<file path="src/rtl/ram16x4_arbiter.sv">
// ram16x4_arbiter
// Shares one 16x4 synchronous-read RAM between a host port (A) and a sample
// logger port (B). Round-robin arbitration with an optional bounded lock lets
// one port run a burst of up to MAX_LOCK transfers. Each accepted transfer is
// registered onto the RAM command bus; read data comes back to the requesting
// port two edges after acceptance, as a one-cycle rvalid pulse.
//
// Ports:
//   clk, rst_n              clock, asynchronous active-low reset
//   ena                     block enable (low = no new grants)
//   req_x/we_x/lock_x       per-port request, write flag, lock request
//   addr_x/wdata_x          per-port address and write data
//   gnt_x                   combinational accept (transfer on req & gnt at edge)
//   rvalid_x/rdata_x        read return pulse and data (data 0 when not valid)
//   ram_en/we/addr/wdata    registered command to the RAM macro
//   ram_rdata               RAM read data (one-cycle latency after command)
//   busy                    command on the bus or read return pending
module ram16x4_arbiter #(
    parameter int ADDR_W   = 4,
    parameter int DATA_W   = 4,
    parameter int MAX_LOCK = 4
) (
    input  logic              clk,
    input  logic              rst_n,
    input  logic              ena,
    input  logic              req_a,
    input  logic              req_b,
    input  logic              we_a,
    input  logic              we_b,
    input  logic              lock_a,
    input  logic              lock_b,
    input  logic [ADDR_W-1:0] addr_a,
    input  logic [ADDR_W-1:0] addr_b,
    input  logic [DATA_W-1:0] wdata_a,
    input  logic [DATA_W-1:0] wdata_b,
    output logic              gnt_a,
    output logic              gnt_b,
    output logic              rvalid_a,
    output logic              rvalid_b,
    output logic [DATA_W-1:0] rdata_a,
    output logic [DATA_W-1:0] rdata_b,
    output logic              ram_en,
    output logic              ram_we,
    output logic [ADDR_W-1:0] ram_addr,
    output logic [DATA_W-1:0] ram_wdata,
    input  logic [DATA_W-1:0] ram_rdata,
    output logic              busy
);

    localparam int CNT_W = 4;
    // With MAX_LOCK = 1 the first locked grant already exhausts the budget,
    // so the arbiter never leaves UNLOCKED.
    localparam bit LOCK_ENTER_OK = (MAX_LOCK > 1);
    localparam logic [CNT_W-1:0] MAX_CNT = CNT_W'(MAX_LOCK);

    typedef enum logic [1:0] {
        ST_UNLOCKED,
        ST_LOCKED_A,
        ST_LOCKED_B
    } arb_state_t;

    arb_state_t        state_q, state_d;
    logic [CNT_W-1:0]  lock_cnt_q, lock_cnt_d;
    logic              ptr_b_q, ptr_b_d;        // 0 = A has priority, 1 = B

    logic              ram_en_q;
    logic              ram_we_q;
    logic [ADDR_W-1:0] ram_addr_q;
    logic [DATA_W-1:0] ram_wdata_q;
    logic              rd_tag_a_q, rd_tag_b_q;  // read on the RAM bus, by owner
    logic              rvalid_a_q, rvalid_b_q;

    logic              acc;
    logic              sel_lock;
    logic              owner_req;
    logic              owner_lock;
    logic [CNT_W-1:0]  cnt_inc;

    // Grant decode. Gated by rst_n so grants drop the moment reset asserts.
    always_comb begin
        gnt_a = 1'b0;
        gnt_b = 1'b0;
        if (rst_n && ena) begin
            case (state_q)
                ST_LOCKED_A: gnt_a = req_a;
                ST_LOCKED_B: gnt_b = req_b;
                default: begin
                    if (req_a && req_b) begin
                        gnt_a = !ptr_b_q;
                        gnt_b = ptr_b_q;
                    end else begin
                        gnt_a = req_a;
                        gnt_b = req_b;
                    end
                end
            endcase
        end
    end

    assign acc        = gnt_a | gnt_b;
    assign sel_lock   = gnt_b ? lock_b : lock_a;
    assign owner_req  = (state_q == ST_LOCKED_B) ? req_b  : req_a;
    assign owner_lock = (state_q == ST_LOCKED_B) ? lock_b : lock_a;
    assign cnt_inc    = lock_cnt_q + 1'b1;

    // Arbitration next state. The pointer always moves away from whoever was
    // just accepted, which also hands priority to the other port on any lock
    // exit caused by a transfer.
    always_comb begin
        state_d    = state_q;
        lock_cnt_d = lock_cnt_q;
        ptr_b_d    = ptr_b_q;
        if (gnt_a) begin
            ptr_b_d = 1'b1;
        end else if (gnt_b) begin
            ptr_b_d = 1'b0;
        end
        case (state_q)
            ST_UNLOCKED: begin
                if (acc && sel_lock && LOCK_ENTER_OK) begin
                    state_d    = gnt_b ? ST_LOCKED_B : ST_LOCKED_A;
                    lock_cnt_d = CNT_W'(1);
                end
            end
            default: begin
                // With ena low the lock is frozen, even if the owner drops req.
                if (ena) begin
                    if (!owner_req) begin
                        state_d    = ST_UNLOCKED;
                        lock_cnt_d = '0;
                    end else if (acc) begin
                        if (!owner_lock || cnt_inc == MAX_CNT) begin
                            state_d    = ST_UNLOCKED;
                            lock_cnt_d = '0;
                        end else begin
                            lock_cnt_d = cnt_inc;
                        end
                    end
                end
            end
        endcase
    end

    always_ff @(posedge clk or negedge rst_n) begin
        if (!rst_n) begin
            state_q     <= ST_UNLOCKED;
            lock_cnt_q  <= '0;
            ptr_b_q     <= 1'b0;
            ram_en_q    <= 1'b0;
            ram_we_q    <= 1'b0;
            ram_addr_q  <= '0;
            ram_wdata_q <= '0;
            rd_tag_a_q  <= 1'b0;
            rd_tag_b_q  <= 1'b0;
            rvalid_a_q  <= 1'b0;
            rvalid_b_q  <= 1'b0;
        end else begin
            state_q    <= state_d;
            lock_cnt_q <= lock_cnt_d;
            ptr_b_q    <= ptr_b_d;
            ram_en_q   <= acc;
            ram_we_q   <= acc & (gnt_b ? we_b : we_a);
            if (acc) begin
                ram_addr_q  <= gnt_b ? addr_b  : addr_a;
                ram_wdata_q <= gnt_b ? wdata_b : wdata_a;
            end
            rd_tag_a_q <= gnt_a & ~we_a;
            rd_tag_b_q <= gnt_b & ~we_b;
            // RAM samples the command on the next edge; its data is then
            // visible for exactly one cycle alongside this pulse.
            rvalid_a_q <= rd_tag_a_q;
            rvalid_b_q <= rd_tag_b_q;
        end
    end

    assign ram_en    = ram_en_q;
    assign ram_we    = ram_we_q;
    assign ram_addr  = ram_addr_q;
    assign ram_wdata = ram_wdata_q;
    assign rvalid_a  = rvalid_a_q;
    assign rvalid_b  = rvalid_b_q;
    assign rdata_a   = rvalid_a_q ? ram_rdata : '0;
    assign rdata_b   = rvalid_b_q ? ram_rdata : '0;
    assign busy      = ram_en_q | rvalid_a_q | rvalid_b_q;

endmodule

</file>
<file path="config.mk">
export PLATFORM = sky130hd
export DESIGN_NAME = ram16x4_arbiter
export DESIGN_NICKNAME = d
export VERILOG_FILES = /design/src/rtl/ram16x4_arbiter.sv
export SDC_FILE = /design/constraint.sdc
export NUM_CORES = 1
export LEC_CHECK = 0
export CAP_MARGIN = 15
export CORE_MARGIN = 5
export CORE_UTILIZATION = 43
export CTS_BUF_LIST = sky130_fd_sc_hd__clkbuf_8
export DETAILED_ROUTE_END_ITERATION = 10
export PLACE_DENSITY = 0.85
export SLEW_MARGIN = 20
export SYNTH_ARGS = -nofsm -noshare
export SYNTH_HDL_FRONTEND = slang
export SYNTH_SLANG_ARGS = --single-unit
</file>
<file path="constraint.sdc">
create_clock -name clk -period 3.01 [get_ports clk]
set_input_delay 0.602 -clock clk [delete_from_list [all_inputs] [get_ports clk]]
set_output_delay 0.602 -clock clk [all_outputs]
set_load 0.02 [all_outputs]
</file>
* After elaboration in Yosys (flattened, before gate mapping) *
Index checks and enable logic that the tools add are counted.

storage, ports and cells
  flip-flop bits (word level) = 21
  input port bits = 29
  output and inout port bits = 23
  word-level logic and storage cells = 66

cells by class
  add/subtract/negate cells = 1
  equal/unequal tests = 6
  multiplexer cells = 29
  bitwise gates (word level) = 8
  reductions and logical operators = 11

operators with widths
  cell                                                             count
  4-bit 2-to-1 mux                                                 10
  2-bit 2-to-1 mux                                                 7
  1-bit 2-to-1 mux                                                 10
  4-bit by 1-bit adder with 4-bit output, second input constant    1
  4-bit by 3-bit == test with 1-bit output, second input constant  1
  1-bit case mux with 2 select lines                               2
  4-bit AND reduction                                              1
  2-bit nonzero test                                               2
  1-bit bitwise AND                                                3
  1-bit logical AND                                                3
  3-bit by 1-bit != test with 1-bit output, second input constant  1
  3-bit by 2-bit != test with 1-bit output, second input constant  1
  1-bit OR                                                         3
  3-bit AND reduction                                              1
  2-bit by 1-bit == test with 1-bit output, second input constant  1
  2-bit == test, second input constant                             1
  1-bit logical NOT                                                2
  2-bit logical NOT                                                1
  2-bit != test, second input constant                             1
  1-bit NOT                                                        2
  1-bit logical OR                                                 1

* Logic depth before layout (Yosys ltp) *
Gate-level depths: netlist of run 1.

  depth in word-level cells = 9
  mapped depth = 8
  depth with buffers taken out = 7

* Worst setup path before layout of run 1 *
No wires, ideal clock.

  path kind = register to register
  from = register state_q[1]
  to = register lock_cnt_q[0]
  setup time = 125 ps
  arrival = 1962 ps
  data required time = 2885 ps
  setup slack = 923 ps
  cell stages (with the launch flop) = 8
  buffers on the path = 0
  period minus slack after synthesis = 2087 ps
  path through = dfrtp_1 > inv_1 > ha_1 > inv_1 > o2111ai_4 > mux2_2 > nor2_4 > mux2_2

on the way
  word-level cells in the longest chain between the ends = 9
  elaborated cells between the ends (all ways) = 23
  those cells by class = eq/ne: 4; mux: 12; bitwise: 1; reduce/logical: 6

ends and longest elaborated chain
  item                      RTL line      RTL
  start: declaration        62            arb_state_t state_q, state_d;
  start signal: assignment  158           state_q <= state_d;
  2-bit == test             84, 102, 103
  1-bit 2-to-1 mux          103           assign owner_lock = (state_q == ST_LOCKED_B) ? lock_b : lock_a;
  1-bit logical NOT         132           if (!owner_lock || cnt_inc == MAX_CNT) begin
  1-bit logical OR          132
  4-bit 2-to-1 mux          132
  4-bit 2-to-1 mux          131           end else if (acc) begin
  4-bit 2-to-1 mux          128           if (!owner_req) begin
  4-bit 2-to-1 mux          127           if (ena) begin
  4-bit 2-to-1 mux          118           case (state_q)
  end signal: assignment    159           lock_cnt_q <= lock_cnt_d;
  end: declaration          63            logic [CNT_W-1:0] lock_cnt_q, lock_cnt_d;

Parallel ways exist; a longest one is shown, timed or not. The select of a mux whose other input is x is not followed.
A chain may end at the register's enable or synchronous reset.

* Worst setup path in the final report of run 1 *
  from = input port req_b
  to = output port gnt_a

on the way
  word-level cells in the longest chain between the ends = 4

ends and longest elaborated chain
  item                                RTL line  RTL
  start: declaration                  27        input logic req_b,
  1-bit logical AND                   88        if (req_a && req_b) begin
  1-bit 2-to-1 mux                    88
  1-bit case mux with 2 select lines  84        case (state_q)
  1-bit 2-to-1 mux                    83        if (rst_n && ena) begin
  end: declaration                    36        output logic gnt_a,

Every way passes these cells.

==> metrics, run 1 <==
status=complete, no violations; number of global-route vias before repair=1073; global-route wire length before repair=5.04 mm; Hold WC Path Type=register to register; GRT overflow=0; setup TNS=0 ns; post-route ant nets=0; Worst setup EP type=output pin; Die ar.=4000 µm²; Max Cap Violations=0; CTS tree=done; critical path, cell by cell=clkdlybuf4s50_1 > a21o_1 > a21o_4 > inv_1 > clkdlybuf4s50_1; I/O pin count=52; Post-CTS Repair Setup Buffers=0; peak supply drop=0.000739 V; CTS Buffer Depth=2; Synth Register Bits=21; Final #Nets=209; register area share after synthesis=roughly 43%; Post-synth EDFFs=0; final setup fails=0; total power per unit cell area=772 nW/µm²; register-to-register setup slack=0.71 ns; Mean Syn Cell Area=10.4 µm²; worst slack at placement=0.182 ns; crit-path max FO=6; Final Slew Violations=0; setup ws final=0.174 ns; htree depth=1; Worst Path Buf+Inv=3; Worst-Margin Slew=0.510 ns; top cells by area, synth=dfrtp_1 (43%), mux2i_1 (9.8%), ha_1 (5.1%); Die W=63.3 µm; worst hold start=rd_tag_b_q; RSZ-0062 raised after global routing=false; Worst R2R Path Depth=8; Rel. slew slack=65.9%; post-cts sizing count=0; Worst-path clk slew=0.07 ns; initial antenna violation count=0; YS warnings=0; gpl congestion=0.894; total CTS buffers=3; largest net degree at the start of global routing=18; Port Buffer Count=51; cts hold-fix bufs=0; Static Leak=0.785 nW; Vias=between 1000 and 1500; most common cell in the netlist=dfrtp_1; Initial Utilization=44.6%; minimum clock period=roughly 2.8 ns; clock latency on the worst-skew pair=0.25 ns; slowest cell on the critical path=clkdlybuf4s50_1; Setup crit start kind=primary input; ys flop type=dfrtp_1; final hold violations=0; Tcrit/Tclk final=between 90% and 100%; Final Non-Filler Cells=205; placed cells=201; CP dominant cell by count=clkdlybuf4s50_1; row count=19; worst r2r src=state_q[1]; CP peak stage delay=approximately 0.6 ns; initial DRC count=41; Total Routed Length=3.03 mm; Fmax achieved=0.353 GHz; Worst EP required=2.41 ns; Distinct cells, synth=32; syn_nets=151; Worst EP arrival=2.23 ns; cell accounting for the most synthesized area=dfrtp_1; Critical R2R Capture=lock_cnt_q[0]; Vias per Instance=roughly 5.4; Root Driver=clkbuf_8; Setup Skew=0.00244 ns; DR DRC count=0; die extent in y=63.3 µm; share of cells above drive strength 1=9.20%; filler cell count=roughly 210; TritonRoute pass-1 iters=4; Min-Delay Path Depth=0; critical path type=primary input to output pin; Post-synth top cells=dfrtp_1 (21), mux2i_1 (12), nor2_1 (12); Post-Syn Area=1220 µm²; area share of the largest cell type after synthesis=roughly 43%; Synth Instances=~120; area grow syn2layout=50.2%; total core area=approximately 2700 µm²; kind of cell adding the most delay to the critical path=buffers and inverters; gr usage total=between 10% and 20%; ant diodes=0; Hold Path End=rvalid_b; Sink Count=21; share of synthesized registers carrying an async set or reset=100%; post-DR wirelength/cell=14.8 µm; HPWL after DPL=2.53 mm
==> kinds of logic (layout without fill, tap and decap cells) <==
kind of cell	count (synthesis)	after routing	synth area share, %
and+or+nand+nor	42	42	18.4
AOI/OAI and AO/OA	24	24	16.9
DFF	21	21	43.1
muxes	15	15	12.6
buffers and inverters	9	66	3.18
adders and majority gates	5	5	5.13
xor gates and xnor gates	1	1	0.718
==> flip-flops by register name (all words and copies together) (netlist names), 2 cells and up <==
signal and flops:
state_q 2, ram_wdata 4, ram_addr 4, lock_cnt_q 4
==> metal layers <==
metal | wire, µm | GRT usage [%]
met5 | 0 | 0
met4 | 66 | 7.01
met3 | 161 | 3.02
met2 | 1560 | 27.6
met1 | 1250 | 17.6
==> cells in the final DEF (no fill, tap or decap), drive strengths merged, types with 3 or more instances in the layout <==
| cell | count |
|---|---|
| buf | 4 |
| a21oi | 10 |
| a21o | 3 |
| nand2 | 10 |
| nor3 | 3 |
| clkdlybuf4s50 | 51 |
| inv | 8 |
| and2 | 8 |
| ha | 5 |
| mux2 | 3 |
| mux2i | 12 |
| clkbuf | 3 |
| dfrtp | 21 |
| nor2 | 14 |
==> final cells by class <==
class	count	area [µm²]	share of cell area, %
clock buffer	3	41.3	2.25
inverter	7	26.3	1.43
sequential	21	526	28.7
timing repair buffer	55	541	29.5
tap	31	38.8	2.12
clock inverter	1	3.75	0.205
multi-input combinational	87	656	35.8
==> power breakdown <==
group / leakage (nW) / internal (W) / switching (W)
clock: 0.0269 / 0.0000906 / 0.0000841
sequential: 0.260 / 0.000391 / 0.0000811
combinational: 0.497 / 0.000360 / 0.000407
total: 0.785 / 0.000841 / 0.000573
==> how the worst max path moves through the flow <==
stage,slack [ns],end,depth (start not counted),startpoint
floorplan,0.92,lock_cnt_q[0],7,state_q[1]
global placement,0.21,gnt_a,5,req_b
detailed placement,0.18,gnt_a,5,rst_n
CTS,0.18,gnt_a,5,rst_n
global route,0.11,gnt_a,5,req_b
finish,0.17,gnt_a,5,req_b
==> per-stage QoR <==
| step | util, % | hold WS [ns] | total power [W] | cell area (µm²) |
|---|---|---|---|---|
| 6_report | 67.0 | 0.354 | 0.00141 | 1830 |
| 5_1_grt | 67.0 | 0.358 | 0.00153 | 1830 |
| 4_1_cts | 67.0 | 0.356 | 0.00143 | 1830 |
| 3_5_place_dp | 65.4 | 0.339 | 0.00124 | 1790 |
| 3_3_place_gp | 65.4 | 0.335 | 0.00121 | 1790 |
| 2_1_floorplan | - | 0.306 | 0.000946 | 1220 |
(Power assumes the default switching activity.)
==> run 2, diff against run 1 <==
--- a/config.mk
+++ b/config.mk
@@ -10,7 +10,7 @@
 export CORE_UTILIZATION = 43
 export CTS_BUF_LIST = sky130_fd_sc_hd__clkbuf_8
 export DETAILED_ROUTE_END_ITERATION = 10
-export PLACE_DENSITY = 0.85
+export PLACE_DENSITY_LB_ADDON = 0.08
 export SLEW_MARGIN = 20
 export SYNTH_ARGS = -nofsm -noshare
 export SYNTH_HDL_FRONTEND = slang
==> metrics, run 2 (synthesis gave the netlist of run 1 again) <==
TritonRoute pass-1 iters=4 (unchanged); Worst-Margin Slew=0.519 ns (was 0.510 ns); Vias=1087 (was 1102); final setup fails=0 (unchanged); most frequent cells in the layout=clkdlybuf4s50_1 (51), dfrtp_1 (21), mux2i_1 (12), nor2_1 (12) (unchanged); CTS tree=done (unchanged); Final Slew Violations=0 (unchanged); Tot Pwr=0.00142 W (was 0.00141 W); met1 usage=17.7% (was 17.6%); Worst EP required=2.41 ns (about the same); Post-CTS Repair Setup Buffers=0 (unchanged); area grow syn2layout=50.3% (was 50.2%); Setup Skew=0.00450 ns (was 0.00244 ns); Hold WC Path Type=register to register (unchanged); Final #Nets=209 (unchanged); GRT overflow=0 (unchanged); Worst setup EP type=output pin (unchanged); critical path type=primary input to output pin (unchanged); Seq. cell area=526 µm² (unchanged); share of cells above drive strength 1=9.77% (was 9.20%); met2 usage=28.3% (was 27.6%); HPWL after DPL=2.49 mm (was 2.53 mm); Most Used Layer, Global Route=met2 (unchanged); crit-path max FO=6 (unchanged); minimum clock period=2.85 ns (was 2.84 ns); global-route wire length before repair=5.13 mm (was 5.04 mm); final hold violations=0 (unchanged); worst slack at placement=0.172 ns (was 0.182 ns); initial antenna violation count=0 (unchanged); status=complete, no violations (unchanged); RSZ-0062 raised after global routing=false (unchanged); post-route ant nets=0 (unchanged); Worst EP arrival=2.25 ns (was 2.23 ns); total core area=2730 µm² (unchanged); initial DRC count=59 (was 41); largest net degree at the start of global routing=18 (unchanged); Worst-path clk slew=0.08 ns (was 0.07 ns); filler cell count=216 (was 208); Initial Utilization=44.6% (unchanged); Setup crit start kind=primary input (unchanged); gr usage total=15.7% (was 15.5%); post-cts sizing count=0 (unchanged); setup TNS=0 ns (unchanged); total power per unit cell area=773 nW/µm² (was 772 nW/µm²); multi-input logic area=656 µm² (unchanged); Rel. slew slack=65.3% (was 65.9%); Tcrit/Tclk final=94.6% (was 94.2%); Max Cap Violations=0 (unchanged); most common cell after layout, fill and taps aside=clkdlybuf4s50_1 (unchanged); DR DRC count=0 (unchanged); total CTS buffers=3 (unchanged); Sink Count=21 (unchanged); peak supply drop=0.000556 V (was 0.000739 V); Root Driver=clkbuf_8 (unchanged); die extent in y=63.3 µm (unchanged); clock latency on the worst-skew pair=0.26 ns (was 0.25 ns); I/O pin count=52 (unchanged); Die ar.=4000 µm² (unchanged); Static Leak=0.783 nW (was 0.785 nW); gpl congestion=0.941 (was 0.894); post-DR wirelength/cell=14.9 µm (was 14.8 µm); met3 Track Usage GR=4.97% (was 3.02%); Fmax achieved=0.351 GHz (was 0.353 GHz); Port Buffer Count=51 (unchanged); CTS Buffer Depth=2 (unchanged); cts hold-fix bufs=0 (unchanged); Die W=63.3 µm (unchanged); ant diodes=0 (unchanged); Vias per Instance=5.30 (was 5.38); setup ws final=0.162 ns (was 0.174 ns); row count=19 (unchanged); htree depth=1 (unchanged); Total Routed Length=3.05 mm (was 3.03 mm); number of global-route vias before repair=1127 (was 1073)
==> run 2: changes by cell type in the layout (fill, tap and decap cells not counted) <==
cell      before  now
clkinv_2       0    1
inv_1          8    7
==> run 2: worst paths after layout <==
check / slack (ns) / depth (start not counted) / to / startpoint
max in group asynchronous: 2.02 / 2 / ram_addr[3] / rst_n
worst max-delay path: 0.16 / 5 / gnt_a / rst_n
min in group asynchronous: 0.81 / 2 / ram_wdata[1] / rst_n
worst min-delay path: 0.36 / 0 / rvalid_b / rd_tag_b_q
worst min register to register: 0.36 / 0 / rvalid_b / rd_tag_b_q
worst max register to register: 0.68 / 8 / lock_cnt_q[0] / state_q[1]
==> run 2: critical path, stage by stage <==
cell and delay [ns]:
clkdlybuf4s50_1 0.59, nand3_1 0.15, a21o_4 0.24, inv_1 0.06
clkdlybuf4s50_1 0.60
==> run 2: final cells by class <==
| cell class | count | share of cell area (%) |
|---|---|---|
| multi-input cells | 87 | 35.8 |
| well taps | 31 | 2.12 |
| flip-flops and latches | 21 | 28.7 |
| clock inverters | 1 | 0.273 |
| clock buffers | 3 | 2.25 |
| inverters | 7 | 1.43 |
| repair buffers | 55 | 29.5 |
==> run 2: metrics by stage <==
| stage | cell area [µm²] | hold slack [ns] | utilization, % | cells |
|---|---|---|---|---|
| finish | 1830 | 0.357 | 67.0 | 205 |
| global route | 1830 | 0.378 | 67.0 | 205 |
| global placement | 1790 | 0.335 | 65.4 | 201 |
| detailed placement | 1790 | 0.344 | 65.4 | 201 |
| CTS | 1830 | 0.362 | 67.0 | 205 |
| floorplan | 1220 | 0.306 | - | 117 |
==> run 2: where the power goes <==
| part | internal [W] | switching, W | leakage (nW) |
|---|---|---|---|
| Sequential | 0.000391 | 0.0000813 | 0.260 |
| Combinational | 0.000359 | 0.000402 | 0.497 |
| Clock | 0.0000921 | 0.0000929 | 0.0255 |
==> run 2: per-layer routing <==
metal | vias to the layer above | wire length (µm)
met2 | 37 | 1560
met5 | - | 0
met3 | 4 | 230
met1 | 514 | 1220
li1 | 532 | -
met4 | 0 | 29
==> run 3, diff against run 2 <==
--- a/config.mk
+++ b/config.mk
@@ -11,7 +11,6 @@
 export CTS_BUF_LIST = sky130_fd_sc_hd__clkbuf_8
 export DETAILED_ROUTE_END_ITERATION = 10
 export PLACE_DENSITY_LB_ADDON = 0.08
-export SLEW_MARGIN = 20
 export SYNTH_ARGS = -nofsm -noshare
 export SYNTH_HDL_FRONTEND = slang
 export SYNTH_SLANG_ARGS = --single-unit
==> results of run 3 <==
No change in the layout: final DEF, timing and power equal those of run 2.
